<file path="src/rtl/decoder_scan_seq.sv">
// Scan sequencer for a 3-to-8 decoder: walks the addresses enabled by a
// captured mask, holding each one for dwell+1 cycles, in single-pass or
// continuous mode.
module decoder_scan_seq #(
    parameter int DWELL_W = 8
) (
    input  logic               clk,
    input  logic               rst_n,
    input  logic               start,
    input  logic               stop,
    input  logic               mode_cont,
    input  logic [7:0]         mask,
    input  logic [DWELL_W-1:0] dwell,
    output logic               i0,
    output logic               i1,
    output logic               i2,
    output logic               sel_valid,
    output logic               busy,
    output logic               wrap,
    output logic               done
);

    typedef enum logic [1:0] {
        IDLE = 2'd0,
        SCAN = 2'd1,
        DONE = 2'd2
    } state_t;

    state_t             state, state_nxt;
    logic [2:0]         addr, addr_nxt;
    logic [DWELL_W-1:0] cnt, cnt_nxt;
    logic [DWELL_W-1:0] dwell_r, dwell_nxt;
    logic [7:0]         mask_r, mask_nxt;
    logic               mode_r, mode_nxt;
    logic               wrap_r, wrap_nxt;
    logic [3:0]         above;

    // Index of the lowest set bit; caller guarantees the mask is non-zero.
    function automatic logic [2:0] lowest_set(input logic [7:0] m);
        logic [2:0] r;
        r = 3'd0;
        for (int k = 7; k >= 0; k--) begin
            if (m[k]) r = 3'(k);
        end
        return r;
    endfunction

    // {found, index} of the nearest set bit strictly above cur.
    function automatic logic [3:0] next_above(input logic [7:0] m, input logic [2:0] cur);
        logic [3:0] r;
        r = 4'd0;
        for (int k = 7; k >= 0; k--) begin
            if (k > int'(cur) && m[k]) r = {1'b1, 3'(k)};
        end
        return r;
    endfunction

    // State, address, slot counter and captured configuration registers.
    always_ff @(posedge clk or negedge rst_n) begin
        if (!rst_n) begin
            state   <= IDLE;
            addr    <= 3'd0;
            cnt     <= '0;
            dwell_r <= '0;
            mask_r  <= 8'd0;
            mode_r  <= 1'b0;
            wrap_r  <= 1'b0;
        end else begin
            state   <= state_nxt;
            addr    <= addr_nxt;
            cnt     <= cnt_nxt;
            dwell_r <= dwell_nxt;
            mask_r  <= mask_nxt;
            mode_r  <= mode_nxt;
            wrap_r  <= wrap_nxt;
        end
    end

    assign above = next_above(mask_r, addr);

    // Next-state logic: capture on start, advance at slot ends, abort on stop.
    always_comb begin
        state_nxt = state;
        addr_nxt  = addr;
        cnt_nxt   = cnt;
        dwell_nxt = dwell_r;
        mask_nxt  = mask_r;
        mode_nxt  = mode_r;
        wrap_nxt  = 1'b0;
        case (state)
            IDLE: begin
                addr_nxt = 3'd0;
                cnt_nxt  = '0;
                if (start && !stop && (mask != 8'd0)) begin
                    state_nxt = SCAN;
                    mask_nxt  = mask;
                    dwell_nxt = dwell;
                    mode_nxt  = mode_cont;
                    addr_nxt  = lowest_set(mask);
                end
            end
            SCAN: begin
                if (stop) begin
                    state_nxt = IDLE;
                    addr_nxt  = 3'd0;
                    cnt_nxt   = '0;
                end else if (cnt == dwell_r) begin
                    cnt_nxt = '0;
                    if (above[3]) begin
                        addr_nxt = above[2:0];
                    end else if (mode_r) begin
                        addr_nxt = lowest_set(mask_r);
                        wrap_nxt = 1'b1;
                    end else begin
                        state_nxt = DONE;
                        addr_nxt  = 3'd0;
                    end
                end else begin
                    cnt_nxt = cnt + 1'b1;
                end
            end
            DONE: begin
                state_nxt = IDLE;
                addr_nxt  = 3'd0;
                cnt_nxt   = '0;
            end
            default: begin
                state_nxt = IDLE;
                addr_nxt  = 3'd0;
                cnt_nxt   = '0;
            end
        endcase
    end

    assign i0        = addr[0];
    assign i1        = addr[1];
    assign i2        = addr[2];
    assign sel_valid = (state == SCAN);
    assign busy      = (state == SCAN);
    assign wrap      = wrap_r;
    assign done      = (state == DONE);

endmodule
</file>
<file path="config.mk">
export PLATFORM = sky130hd
export DESIGN_NAME = decoder_scan_seq
export DESIGN_NICKNAME = d
export VERILOG_FILES = /design/src/rtl/decoder_scan_seq.sv
export SDC_FILE = /design/constraint.sdc
export NUM_CORES = 1
export LEC_CHECK = 0
export BUFFER_PORTS_ARGS = -buffer_cell sky130_fd_sc_hd__buf_2
export CORE_ASPECT_RATIO = 0.8
export CORE_MARGIN = 2
export CORE_UTILIZATION = 58
export CTS_CLUSTER_SIZE = 40
export DETAILED_ROUTE_END_ITERATION = 10
export GPL_ROUTABILITY_DRIVEN = 0
export PLACE_DENSITY = 0.78
export SKIP_CTS_REPAIR_TIMING = 1
export SYNTH_ARGS = -nofsm -noshare
export SYNTH_HDL_FRONTEND = slang
export SYNTH_SLANG_ARGS = --single-unit
export TNS_END_PERCENT = 100
</file>
<file path="constraint.sdc">
create_clock -name clk -period 3.42 [get_ports clk]
set_clock_uncertainty 0.1 [all_clocks]
set_input_delay 0.171 -clock clk [delete_from_list [all_inputs] [get_ports clk]]
set_output_delay 0.171 -clock clk [all_outputs]
set_load 0.03 [all_outputs]
</file>
==> flow_summary.ini, run 1 <==
[floorplan]
fp.coreArea_um2 = 2770
dieArea_um2 = 3350
die_w_um = 64.2
chipHeight_um = 52.2
pin_count = 28
num_rows = 17
start_util_pct = 60.9

[sta]
worst_pin_slew_ns = 1.06
finalHoldViolCount = 0
setup_tns_ns = 0
hold_ws_ns = 0.00252
relSlewSlack_pct = 29.5
fmax_ghz = 0.449
rsz0062_at_grt = no
post-route-period-util_pct = 65.1
min_period_ns = 2.23
setup_viol = 0
maxSlewViolCount = 0

[grt]
track_usage_pct = 25.0
antenna_found_initial = 0
overflow = 0
grt_max_degree = 32
grt_pass1_vias = 1247
grt_pass1_wl_um = 6150

[placed_design]
place_inst = 229
dpl.hpwl_um = 2710
io_buffers = 27

[worst_setup_path]
required_ns = 3.55
reg2reg_depth = 4
worstSetupStartpoint = state[1]
critical_path_arrival_ns = 2.36
critical_path_class = register to register
worstPathMaxFanout = 21
crit_path_start_kind = register
rr_endpoint = mask_r[0]
cp-end-kind = register
reg2reg_from = state[1]
regToRegSetupSlack_ns = 1.19

[cts]
clock-sinks = 31
clockBufferDepth = 2
clk_latency_ns = 0.34
cts_tree = done
htree_levels = 2
clkTransAtPathRegs_ns = 0.10
clockRootBuffer = clkbuf_4
numCtsBuffers = 5

[layout]
layout_common_cells = 31 x dfrtp_1, 27 x buf_2, 19 x nor2_1
fill_cells = 204
fin_cells = 250
fin_nets = 234
final_common_cell = dfrtp_1
syn_to_final_growth_pct = 20.6
drive_gt1_share_pct = 19.3
antenna_cells = 0

[route]
first_iter_violations = 149
viasPerCell = 5.80
drc = 0
totalWireLength_um = 3930
ant_nets = 0
drt-pass1-iter-count = 5
post_drt_wl_per_cell_um = 15.7
vias = 1449

[min_path]
hold_end = mask_r[1]
min_delay_path_depth = 2
hold_path.class = input pin to register
hp-start = mask[1]

[synth]
synth-seq-area-share_pct = 46.1
synth_enable_flop_cells = 0
synth_ff_type = dfrtp_1
synth_cells = 169
synth-async-reset-ratio_pct = 100
ys_ff_latch = 31
syn_area_um2 = 1680
ys_types = 43
yosysWarnings = 0
syn_avg_cell_area_um2 = 9.97
syn_nets = 191

[power]
ir_drop_uv = 358
p_leak_nw = 0.891
power_density_nw_per_um2 = 464

[status]
status = complete, no violations

[flow_run]
max_cap_violations = 0
## critical path: stages (launching register included)
cell	delay, ns
dfrtp_1	0.42
nor2_1	0.18
nand3b_1	0.19
a21oi_2	0.81
mux2_2	0.42
## routing by layer
layer  vias up  part of all wire (%)  track usage [%]
met5         -                     0                0
li1        692                     -                -
met4         0                   1.3             7.45
met1       676                    45             36.3
met2        71                    45             35.2
met3        10                   8.5             8.82
## power breakdown
group	internal, mW	switching (mW)	total, mW
Clock	0.0951	0.128	0.223
Combinational	0.114	0.122	0.236
Sequential	0.417	0.0651	0.482
Total	0.626	0.316	0.942
## synth_stat cells (2+ instances only)
cell type	count	area share [%]
or2_1	2	0.74
nand4_1	2	0.74
mux2_1	13	8.7
dfrtp_1	31	46
and3_1	3	1.1
a31oi_1	2	0.74
o21ai_0	8	2.4
xor2_1	5	2.6
o31a_1	2	1.0
nand3_1	6	1.8
nand2_1	11	2.5
buf_2	2	0.59
a21oi_1	11	3.3
nor2b_1	3	1.1
buf_6	2	1.3
nor2_1	19	4.2
nand3b_1	2	0.89
o21a_1	3	1.3
nor4_1	5	1.9
a2111oi_0	2	1.0
nand2b_1	2	0.74
inv_1	4	0.89
xnor2_1	9	4.7
## per-stage QoR
| stage | util, % | power [mW] | worst slack (ns) | cell area [um^2] |
|---|---|---|---|---|
| 6_report | 73.4 | 0.942 | 1.19 | 2030 |
| 5_1_grt | 73.4 | 0.997 | 1.06 | 2030 |
| 4_1_cts | 68.4 | 0.928 | 1.20 | 1890 |
| 3_5_place_dp | 66.3 | 0.709 | 1.22 | 1830 |
| 3_3_place_gp | 66.3 | 0.696 | 1.32 | 1830 |
| 2_1_floorplan | - | 0.645 | 1.60 | 1680 |
## layout make-up
| class | instances | area [um^2] | area share [%] |
|---|---|---|---|
| Timing Repair Buffer | 42 | 283 | 13.9 |
| Sequential cell | 31 | 776 | 38.2 |
| Multi-Input combinational cell | 127 | 850 | 41.8 |
| Tap cell | 38 | 47.5 | 2.34 |
| Inverter | 5 | 18.8 | 0.924 |
| Clock inverter | 1 | 5.00 | 0.246 |
| Clock buffer | 6 | 51.3 | 2.53 |
## logic make-up after synthesis
family	count (synthesis)	share of synthesized area, %
AO/OA/AOI/OAI	38	14.9
XOR/XNOR	14	7.28
adder cells (fa/ha/maj)	1	0.743
buffers and inverters	11	3.71
flip-flops	31	46.1
multiplexers	15	9.96
AND/OR/NAND/NOR	59	17.4
## registers in the layout (all words and copies together), names as in the netlist
register,cells
addr,3
cnt,8
dwell_r,8
mask_r,8
mode_r,1
state,2
wrap,1
## worst max-delay path by stage
stage,to,slack (ns),cells after the start
after global placement,mask_r[0],1.32,4
final,mask_r[0],1.19,4
after global routing,mask_r[0],1.06,4
after floorplan,addr[0],1.60,6
after CTS,mask_r[0],1.20,4
after detailed placement,mask_r[0],1.22,4
No activity file was read; power rests on OpenSTA's default activity.
==> run 2: changes to the inputs <==
--- a/config.mk
+++ b/config.mk
@@ -8,11 +8,11 @@
 export BUFFER_PORTS_ARGS = -buffer_cell sky130_fd_sc_hd__buf_2
 export CORE_ASPECT_RATIO = 0.8
 export CORE_MARGIN = 2
-export CORE_UTILIZATION = 58
+export CORE_UTILIZATION = 50
 export CTS_CLUSTER_SIZE = 40
 export DETAILED_ROUTE_END_ITERATION = 10
 export GPL_ROUTABILITY_DRIVEN = 0
-export PLACE_DENSITY = 0.78
+export PLACE_DENSITY = 0.71
 export SKIP_CTS_REPAIR_TIMING = 1
 export SYNTH_ARGS = -nofsm -noshare
 export SYNTH_HDL_FRONTEND = slang
==> constraint.sdc (replaced) <==
create_clock -name clk -period 2 [get_ports clk]
set_clock_uncertainty 0.1 [all_clocks]
set_input_delay 0.1 -clock clk [delete_from_list [all_inputs] [get_ports clk]]
set_output_delay 0.1 -clock clk [all_outputs]
set_load 0.03 [all_outputs]
==> run 2 against run 1 <==
  * The run now ends with negative hold slack left
  * Fmax grew 20%
  * Clock power grew 140%
  * Cell count grew 1.2%
  * Register-to-register slack lost 1.0 ns
  * Total power grew 88%
  * Count of clock-buffer cells in the layout grew 2
  * Non-clock buffer count is the same
  * Critical path type unchanged
  * Largest power group unchanged
==> flow_summary.ini, run 2 (synthesized netlist as in run 1, its figures left out) <==
[status]
status = complete, but fails checks
failed_checks = negative hold slack

[worst_setup_path]
worstSetupStartpoint = addr[1]
crit_chain = a21boi_1 -> o21ai_2 -> o221ai_2 -> or4_1 -> a2bb2oi_1
slowest_delay_ns = 0.54
reg2reg_depth = 5
critical_path.slowest_cell = dfrtp_1
critical_path_class = register to register
cp_top_family = compound AO/OA/AOI/OAI gates
crit_path_start_kind = register
path_buf_inv = 0
rr_endpoint = addr[0]
worstPathMaxFanout = 12
cp-end-kind = register
critical_path_arrival_ns = 1.95
regToRegSetupSlack_ns = 0.15
required_ns = 2.10
reg2reg_from = addr[1]

[route]
totalWireLength_um = 3580
viasPerCell = 5.51
drc = 0
vias = 1394
drt-pass1-iter-count = 4
first_iter_violations = 91
post_drt_wl_per_cell_um = 14.1
ant_nets = 0

[min_path]
min_delay_path_depth = 3
hp-start = mask[6]
hold_path.class = input pin to register
hold_end = mask_r[6]

[layout]
final_area_um2 = 2080
syn_to_final_growth_pct = 23.3
layout_common_cells = 30 x dfrtp_1, 27 x buf_2, 19 x nor2_1
largestRegisters = cnt x8, dwell_r x8, mask_r x8
fin_nets = 234
antenna_cells = 0
final_common_cell = dfrtp_1
drive_gt1_share_pct = 20.2

[grt]
track_usage_pct = 20.6
grt_pass1_wl_um = 5800
overflow = 0
grt_pass1_vias = 1291
antenna_found_initial = 0
grt_max_degree = 32

[floorplan]
die_w_um = 68.9
fp.coreArea_um2 = 3150
chipHeight_um = 55.9
pin_count = 28
num_rows = 18
start_util_pct = 53.4
dieArea_um2 = 3850

[power]
power_density_nw_per_um2 = 851
ir_drop_uv = 466
p_leak_nw = 0.908

[sta]
relSlewSlack_pct = 55.7
rsz0062_at_grt = no
setup_viol = 0
finalHoldViolCount = 4
setup_tns_ns = 0
worst_pin_slew_ns = 0.665
worst_slack_ns = 0.149
fmax_ghz = 0.540
min_period_ns = 1.85
hold_ws_ns = -0.0306
maxSlewViolCount = 0
post-route-period-util_pct = 92.5

[cts]
htree_levels = 2
clockBufferDepth = 2
numCtsBuffers = 5
clk_latency_ns = 0.28
clock-sinks = 31
clkTransAtPathRegs_ns = 0.06
cts_tree = done
clockRootBuffer = clkbuf_8

[placed_design]
placed_area_um2 = 1840
io_buffers = 27
dpl.hpwl_um = 2620
dp_worst_setup_slack_ns = 0.105

[flow_run]
max_cap_violations = 0
==> run 2: cell types whose count changed in the layout (fill, tap and decap cells not counted), sizes merged <==
| cell | delta |
|---|---|
| clkbuf | +2 |
| clkinv | -1 |
| buf | +1 |
| dlygate4sd3 | -1 |
==> run 2: area by class of cell <==
class | instances | area, um^2
multi-input cells | 127 | 850
well taps | 40 | 50.0
clock buffers | 8 | 100
flip-flops and latches | 31 | 777
repair buffers | 42 | 280
fillers | 258 | 1080
inverters | 5 | 18.8
==> run 2: worst max path at each step <==
stage                     slack [ns]    endpoint  cells past startpoint
after floorplan                 0.18     addr[0]                      6
after global placement          0.23     addr[0]                      5
after detailed placement        0.10     addr[0]                      5
after CTS                       0.09     addr[0]                      5
after global routing            0.06  dwell_r[5]                      6
final                           0.15     addr[0]                      5
==> run 2: through the flow <==
stage          hold WS [ns]  util, %  power [mW]  cells
5_1_grt             0.00551     65.8        1.86    253
3_5_place_dp         0.0698     58.5        1.22    232
2_1_floorplan        -0.296        -        1.10    169
3_3_place_gp         0.0738     58.5        1.20    232
6_report            -0.0306     65.8        1.77    253
4_1_cts              -0.236     61.7        1.76    240
==> run 2: power by group <==
group	total, mW	switching [mW]	internal [mW]	leakage (nW)
logic	0.400	0.205	0.195	0.465
registers	0.829	0.113	0.716	0.392
clock network	0.538	0.225	0.314	0.0515
total	1.77	0.542	1.22	0.908
==> run 2: worst reg2reg max path, delay by kind of cell, from the launching register on <==
kind / cells / cell delay (ns)
flops: 1 / 0.54
simple gates: 1 / 0.54
compound gates: 4 / 0.60
==> run 2: metal layers <==
| layer | track usage, % | part of all wire, % |
|---|---|---|
| met5 | 0 | 0 |
| met4 | 8.68 | 1.3 |
| met3 | 6.07 | 5.7 |
| met2 | 27.7 | 45 |
| met1 | 30.4 | 47 |
